## src/rtl/muxnx1_rr.sv

```systemverilog
// N-to-1 flow-controlled channel concentrator with a registered output.
// Selection is either an external channel index (mode=0) or round-robin (mode=1).
module muxnx1_rr #(
  parameter int N = 4,
  parameter int W = 1,
  localparam int SW = ($clog2(N) > 1) ? $clog2(N) : 1
) (
  input  logic             clk,
  input  logic             rst,
  input  logic             mode,
  input  logic [SW-1:0]    s,
  input  logic [N*W-1:0]   in,
  input  logic [N-1:0]     in_valid,
  output logic [N-1:0]     in_ready,
  output logic [W-1:0]     f,
  output logic [SW-1:0]    f_ch,
  output logic             f_valid,
  input  logic             f_ready
);

  localparam logic [31:0] NU = 32'(N);

  logic [W-1:0]  f_q, f_d;
  logic [SW-1:0] ch_q, ch_d;
  logic [SW-1:0] ptr_q, ptr_d;
  logic          fv_q, fv_d;

  logic          load;
  logic          grant;
  logic          cand_ok;
  logic [SW-1:0] cand;
  logic [W-1:0]  cand_data;
  logic          rr_found;
  logic [SW-1:0] rr_idx;
  logic          man_ok;
  logic [31:0]   idx;
  logic [31:0]   s_ext;

  assign load = !fv_q || f_ready;

  // Search from ptr with explicit wrap, since N need not be a power of two.
  always_comb begin
    rr_found = 1'b0;
    rr_idx   = '0;
    idx      = '0;
    for (int j = 0; j < N; j++) begin
      idx = {{(32-SW){1'b0}}, ptr_q} + 32'(j);
      if (idx >= NU) idx = idx - NU;
      if (!rr_found && in_valid[idx[SW-1:0]]) begin
        rr_found = 1'b1;
        rr_idx   = idx[SW-1:0];
      end
    end
  end

  always_comb begin
    s_ext  = {{(32-SW){1'b0}}, s};
    man_ok = 1'b0;
    if (s_ext < NU) man_ok = in_valid[s];
  end

  assign cand    = mode ? rr_idx : s;
  assign cand_ok = mode ? rr_found : man_ok;
  assign grant   = load && cand_ok;

  always_comb begin
    in_ready  = '0;
    cand_data = '0;
    for (int k = 0; k < N; k++) begin
      if (cand == SW'(k)) begin
        in_ready[k] = grant && !rst;
        cand_data   = in[k*W +: W];
      end
    end
  end

  always_comb begin
    f_d   = f_q;
    ch_d  = ch_q;
    fv_d  = fv_q;
    ptr_d = ptr_q;
    if (grant) begin
      f_d  = cand_data;
      ch_d = cand;
      fv_d = 1'b1;
      if (mode) ptr_d = ({{(32-SW){1'b0}}, cand} == NU - 32'd1) ? '0 : cand + 1'b1;
    end else if (f_ready) begin
      fv_d = 1'b0;
    end
  end

  always_ff @(posedge clk or posedge rst) begin
    if (rst) begin
      f_q   <= '0;
      ch_q  <= '0;
      fv_q  <= 1'b0;
      ptr_q <= '0;
    end else begin
      f_q   <= f_d;
      ch_q  <= ch_d;
      fv_q  <= fv_d;
      ptr_q <= ptr_d;
    end
  end

  assign f       = f_q;
  assign f_ch    = ch_q;
  assign f_valid = fv_q;

endmodule

```

## config.mk

```make
export PLATFORM = sky130hd
export DESIGN_NAME = muxnx1_rr
export DESIGN_NICKNAME = d
export VERILOG_FILES = /design/src/rtl/muxnx1_rr.sv
export SDC_FILE = /design/constraint.sdc
export NUM_CORES = 1
export LEC_CHECK = 0
export CORE_MARGIN = 4
export CORE_UTILIZATION = 35
export CTS_CLUSTER_SIZE = 40
export DETAILED_ROUTE_END_ITERATION = 8
export PLACE_DENSITY = 0.69
export SLEW_MARGIN = 30
export SYNTH_ARGS = -nofsm -noshare
export SYNTH_HDL_FRONTEND = slang
export SYNTH_SLANG_ARGS = --single-unit
```

## constraint.sdc

```tcl
create_clock -name clk -period 2.07 [get_ports clk]
set_input_delay 0.5175 -clock clk [delete_from_list [all_inputs] [get_ports clk]]
set_output_delay 0.5175 -clock clk [all_outputs]
set_load 0.03 [all_outputs]
```

### After elaboration in Yosys (flattened, before gate mapping)

Cells that the tools add are included.

| operators by class | value |
|---|---|
| $add $sub $neg | 8 |
| reductions and logical operators | 14 |
| magnitude comparators | 9 |
| muxes and demuxes | 35 |
| equality and inequality tests | 3 |

Operators by type and width:

| kind | count |
|---|---|
| 1-bit two-way mux | 20 |
| 2-bit two-way mux | 10 |
| 2-bit by 3-bit < comparator with 1-bit output, second input constant | 5 |
| 1-bit binary-select mux with 2-bit select | 5 |
| 3-bit greater-or-equal comparator, second input constant | 3 |
| 2-bit by 1-bit subtractor with 2-bit output, second input constant | 4 |
| 2-bit by 2-bit adder with 3-bit output, second input constant | 2 |
| 1-bit logical AND | 5 |
| 1-bit zero test | 5 |
| 2-bit equality test, second input constant | 2 |
| 2-bit by 1-bit adder with 3-bit output, second input constant | 1 |
| 2-bit by 3-bit greater-or-equal comparator with 1-bit output, second input constant | 1 |
| 2-bit by 1-bit adder with 2-bit output, second input constant | 1 |
| 2-bit by 1-bit equality test with 1-bit output, second input constant | 1 |
| 2-bit zero test | 1 |
| 2-bit AND reduction | 1 |
| 2-bit nonzero test | 1 |
| 1-bit logical OR | 1 |

| storage, ports and cells | value |
|---|---|
| flip-flop bits (word level) | 6 |
| bits of input ports | 14 |
| output and inout port bits | 8 |
| word-level logic and storage cells | 73 |

### Depth between registers and ports, before layout

| logic depth | value |
|---|---|
| depth in word-level cells | 20 |
| gate-level depth with buffers | 9 |
| mapped depth without buffers | 9 |

### Worst setup path after synthesis

No wires, ideal clock.

| timing path | value |
|---|---|
| path kind | input to output |
| start | input port in_valid[3] |
| end | output port in_ready[3] |
| stages on the path | 5 |
| setup slack | -0.520 ns |
| data arrival time | 2.072 ns |
| data required time | 1.553 ns |
| cell sequence | nand2b_1 a21boi_1 o41ai_2 ha_1 nor3b_1 |

| between the ends | value |
|---|---|
| elaborated cells between the ends (all ways) | 30 |

RTL lines:

| element | RTL line | RTL |
|---|---|---|
| start, declared | 13 | `input logic [N-1:0] in_valid,` |
| 1-bit binary-select mux with 2-bit select | 49 | `if (!rr_found && in_valid[idx[SW-1:0]]) begin` |
| 1-bit two-way mux (implied by the code) | 49 |  |
| 1-bit two-way mux | 49 |  |
| 1-bit zero test | 49 |  |
| 1-bit logical AND | 49 |  |
| 1-bit two-way mux | 49 |  |
| 1-bit zero test | 49 |  |
| 1-bit logical AND | 49 |  |
| 1-bit two-way mux | 49 |  |
| 1-bit zero test | 49 |  |
| 1-bit logical AND | 49 |  |
| 2-bit two-way mux * | 49 |  |
| 2-bit two-way mux * | 62 | `assign cand = mode ? rr_idx : s;` |
| named net cand[0] | 31 | `logic [SW-1:0] cand;` |
| 2-bit equality test * | 70 | `if (cand == SW'(k)) begin` |
| 1-bit two-way mux * | 70 |  |
| end, declared | 14 | `output logic [N-1:0] in_ready,` |

Mark *: on every way through the listed nets, which the timed path passes. The rest lies on a longest branch. The select of a mux whose other input is x is not followed.

### Worst setup path after layout

| timing path | value |
|---|---|
| start | input port in_valid[3] |
| end | output port in_ready[1] |

| between the ends | value |
|---|---|
| elaborated cells between the ends (all ways) | 30 |

RTL lines:

| element | RTL line |
|---|---|
| 1-bit binary-select mux with 2-bit select | 49 |
| 1-bit two-way mux (implied by the code) | 49 |
| 1-bit two-way mux | 49 |
| 1-bit zero test | 49 |
| 1-bit logical AND | 49 |
| 1-bit two-way mux | 49 |
| 1-bit zero test | 49 |
| 1-bit logical AND | 49 |
| 1-bit two-way mux | 49 |
| 1-bit zero test | 49 |
| 1-bit logical AND | 49 |
| 2-bit two-way mux * | 49 |
| 2-bit two-way mux * | 62 |
| named net cand[1] | 31 |
| 2-bit by 1-bit equality test with 1-bit output * | 70 |
| 1-bit two-way mux * | 70 |

Marked as above.

==> impl_results.md <==
* Post-route clock period utilization at 126%
* Initial Util at 37.1%
* Cells after Synth at 64
* WS Path Type: input port to primary output
* Register bit count reported by yosys at 6
* Cell Pwr Density at 799 mW/mm²
* Max IR drop VDD at 706 µV
* Port bufs at 21
* Final TNS setup at -2450 ps
* Fin util at 76.5%
* First-pass DRT Iterations at 4
* Placed standard-cell area at 967 µm²
* Clock tree sinks at 6
* Die Ht at 48.2 µm
* Async SR Flop Fraction at 100%
* Post-synth top area share at 26.5%
* DRC violation count after routing at 0
* Area Growth Syn to Fin at 106%
* Post-synth top area cell: dfrtp_1
* Fin area at 0.00117 mm²
* Core footprint at 0.00152 mm²
* Post-synthesis sequential area ratio at 26.5%
* CTS tree: done
* Final GP Congestion at 0.841
* DP HPWL at 1.36 mm
* Clock root cell: clkbuf_4
* Clock tree buffer depth at 2
* # setup viols final at 5
* Arrival time at the worst endpoint at 2080 ps
* Worst-Margin Slew at 425 ps
* Synth Net Count at 82
* Setup WS pre-CTS at -866 ps
* Share of layout cells above drive strength 1 at 56.1%
* Synth area leaders: dfrtp_1, ha_1, mux2_2
* Vias at 687
* Ys flop type: dfrtp_1
* Worst Path Required at 1550 ps
* Initial antenna violation count at 0
* Max Cap Viol at 0
* Via/cell ratio at 5.28
* Total global-route track usage at 20.2%
* Antenna diodes at 0
* Worst Clk Skew at 13.3 ps
* WL final at 2.05 mm
* Distinct cell type count after synthesis at 27
* Antenna Nets Post-Route at 0
* Final hold vios at 0
* Worst-path maximum fanout at 5
* Failing checks: setup timing
* First-pass GRT wire length at 3.18 mm
* Clock buffer count from CTS at 3
* Most frequent cells after synthesis: dfrtp_1, inv_1, nand2b_1
* LEAKAGE at 0.533 nW
* Status: finished with violations
* Max frequency at 384 MHz
* I/O Pins at 22
* Width of the die at 48.2 µm
* Layout Nets at 134
* Post-synth EDFFs at 0
* Final period demand of the worst path at 2600 ps
* Clk_lat worst skew at 240 ps
* Critical Path Sink Type: primary output
* GRT Residual Overflow at 0
* RSZ-0062 raised after global routing: true
* DR iter-0 viols at 14
* Syn. warnings at 0
* WL/cell at 15.8 µm
* Relative slew margins at 71.4%
* Number of global-route vias before repair at 677
* Synthesized area at 566 µm²
* Hold Crit Class: register to register
* Syn Area/Cell at 8.84 µm²
* Die Area at 0.00232 mm²
* Fin worst setup slack at -532 ps
* Number of core rows at 14
* CTS H-tree depth at 1
* Final Max Tran Viols at 0
* Clock transition at path regs at 50 ps
* Setup crit start kind: input port
* Pin count of the biggest net entering global routing at 8
-- what timing repair did --
item,CTS,global route
pin swaps,10,2
resized for setup,43,2
setup buffers,8,2
hold buffers,0,0
endpoints found under the setup margin,9,6
-- layer usage --
| metal | GRT usage, % | share of wire [%] | wire (µm) |
|---|---|---|---|
| met1 | 24.3 | 41 | 832 |
| met2 | 35.4 | 53 | 1100 |
| met3 | 4.06 | 4.3 | 88 |
| met4 | 6.45 | 1.8 | 37 |
| met5 | 0 | 0 | 0 |
-- metrics by stage --
step                hold slack (ps)  cells  power (W)
global placement                491    117   0.000640
detailed placement              497    117   0.000650
floorplan                       308     64   0.000457
finish                          503    130   0.000932
global route                    543    130   0.000993
CTS                             509    128   0.000881
-- placed cells by master (no fill, tap or decap), drive strengths merged --
cell type / count
nor3: 1
o221ai: 1
ha: 4
a22oi: 2
nand2b: 6
nand3: 3
o21ai: 2
nor4b: 1
o21a: 1
dfrtp: 6
a22o: 1
mux2: 4
and4b: 1
a21boi: 1
a21oi: 3
nor2: 5
dlygate4sd2: 3
nor3b: 4
clkdlybuf4s50: 10
o211ai: 1
nand2: 5
o31ai: 1
o41ai: 1
or4: 1
nor2b: 1
mux2i: 2
clkbuf: 3
buf: 34
inv: 6
-- critical path, stage by stage --
cell and delay (ps):
buf_2 120, buf_6 110, and4b_1 190, o211ai_1 320, o221ai_4 210, inv_2 140
ha_4 140, nor3b_4 180, buf_6 160
-- logic make-up (layout without fill, tap and decap cells) --
group	Yosys count	count (layout)	share of synthesized area (%)
multiplexers	6	6	11.5
AND/OR/NAND/NOR	28	28	28.8
adder cells (fa/ha/maj)	4	4	8.85
flip-flops	6	6	26.5
buffers and inverters	6	56	3.98
AO/OA/AOI/OAI	14	14	20.4
-- cell type report --
class,instances,area (µm²)
inverters,6,22.5
flip-flops and latches,6,151
repair buffers,47,398
multi-input cells,52,552
well taps,16,20.0
fillers,107,358
clock buffers,3,22.5
-- final timing paths --
check	to	slack, ps	from	cells after the start
min in group asynchronous	f_valid	680	rst	3
worst max register to register	f	-410	ptr_q[1]	11
worst min-delay path	f_ch[1]	500	f_ch[1]	1
worst max-delay path	in_ready[1]	-530	in_valid[3]	9
max in group asynchronous	ptr_q[1]	1180	rst	3
worst min register to register	f_ch[1]	500	f_ch[1]	1
-- sequential cells by signal (all words and copies together), names as in the netlist --
name	cells
f_ch	2
f	1
f_valid	1
ptr_q	2
-- power by group --
group | leakage [nW] | internal [W] | switching [W]
sequential | 0.0695 | 0.000162 | 0.0000397
clock | 0.0138 | 0.0000655 | 0.0000410
combinational | 0.449 | 0.000329 | 0.000294
total | 0.533 | 0.000557 | 0.000375
(Power assumes the default switching activity.)
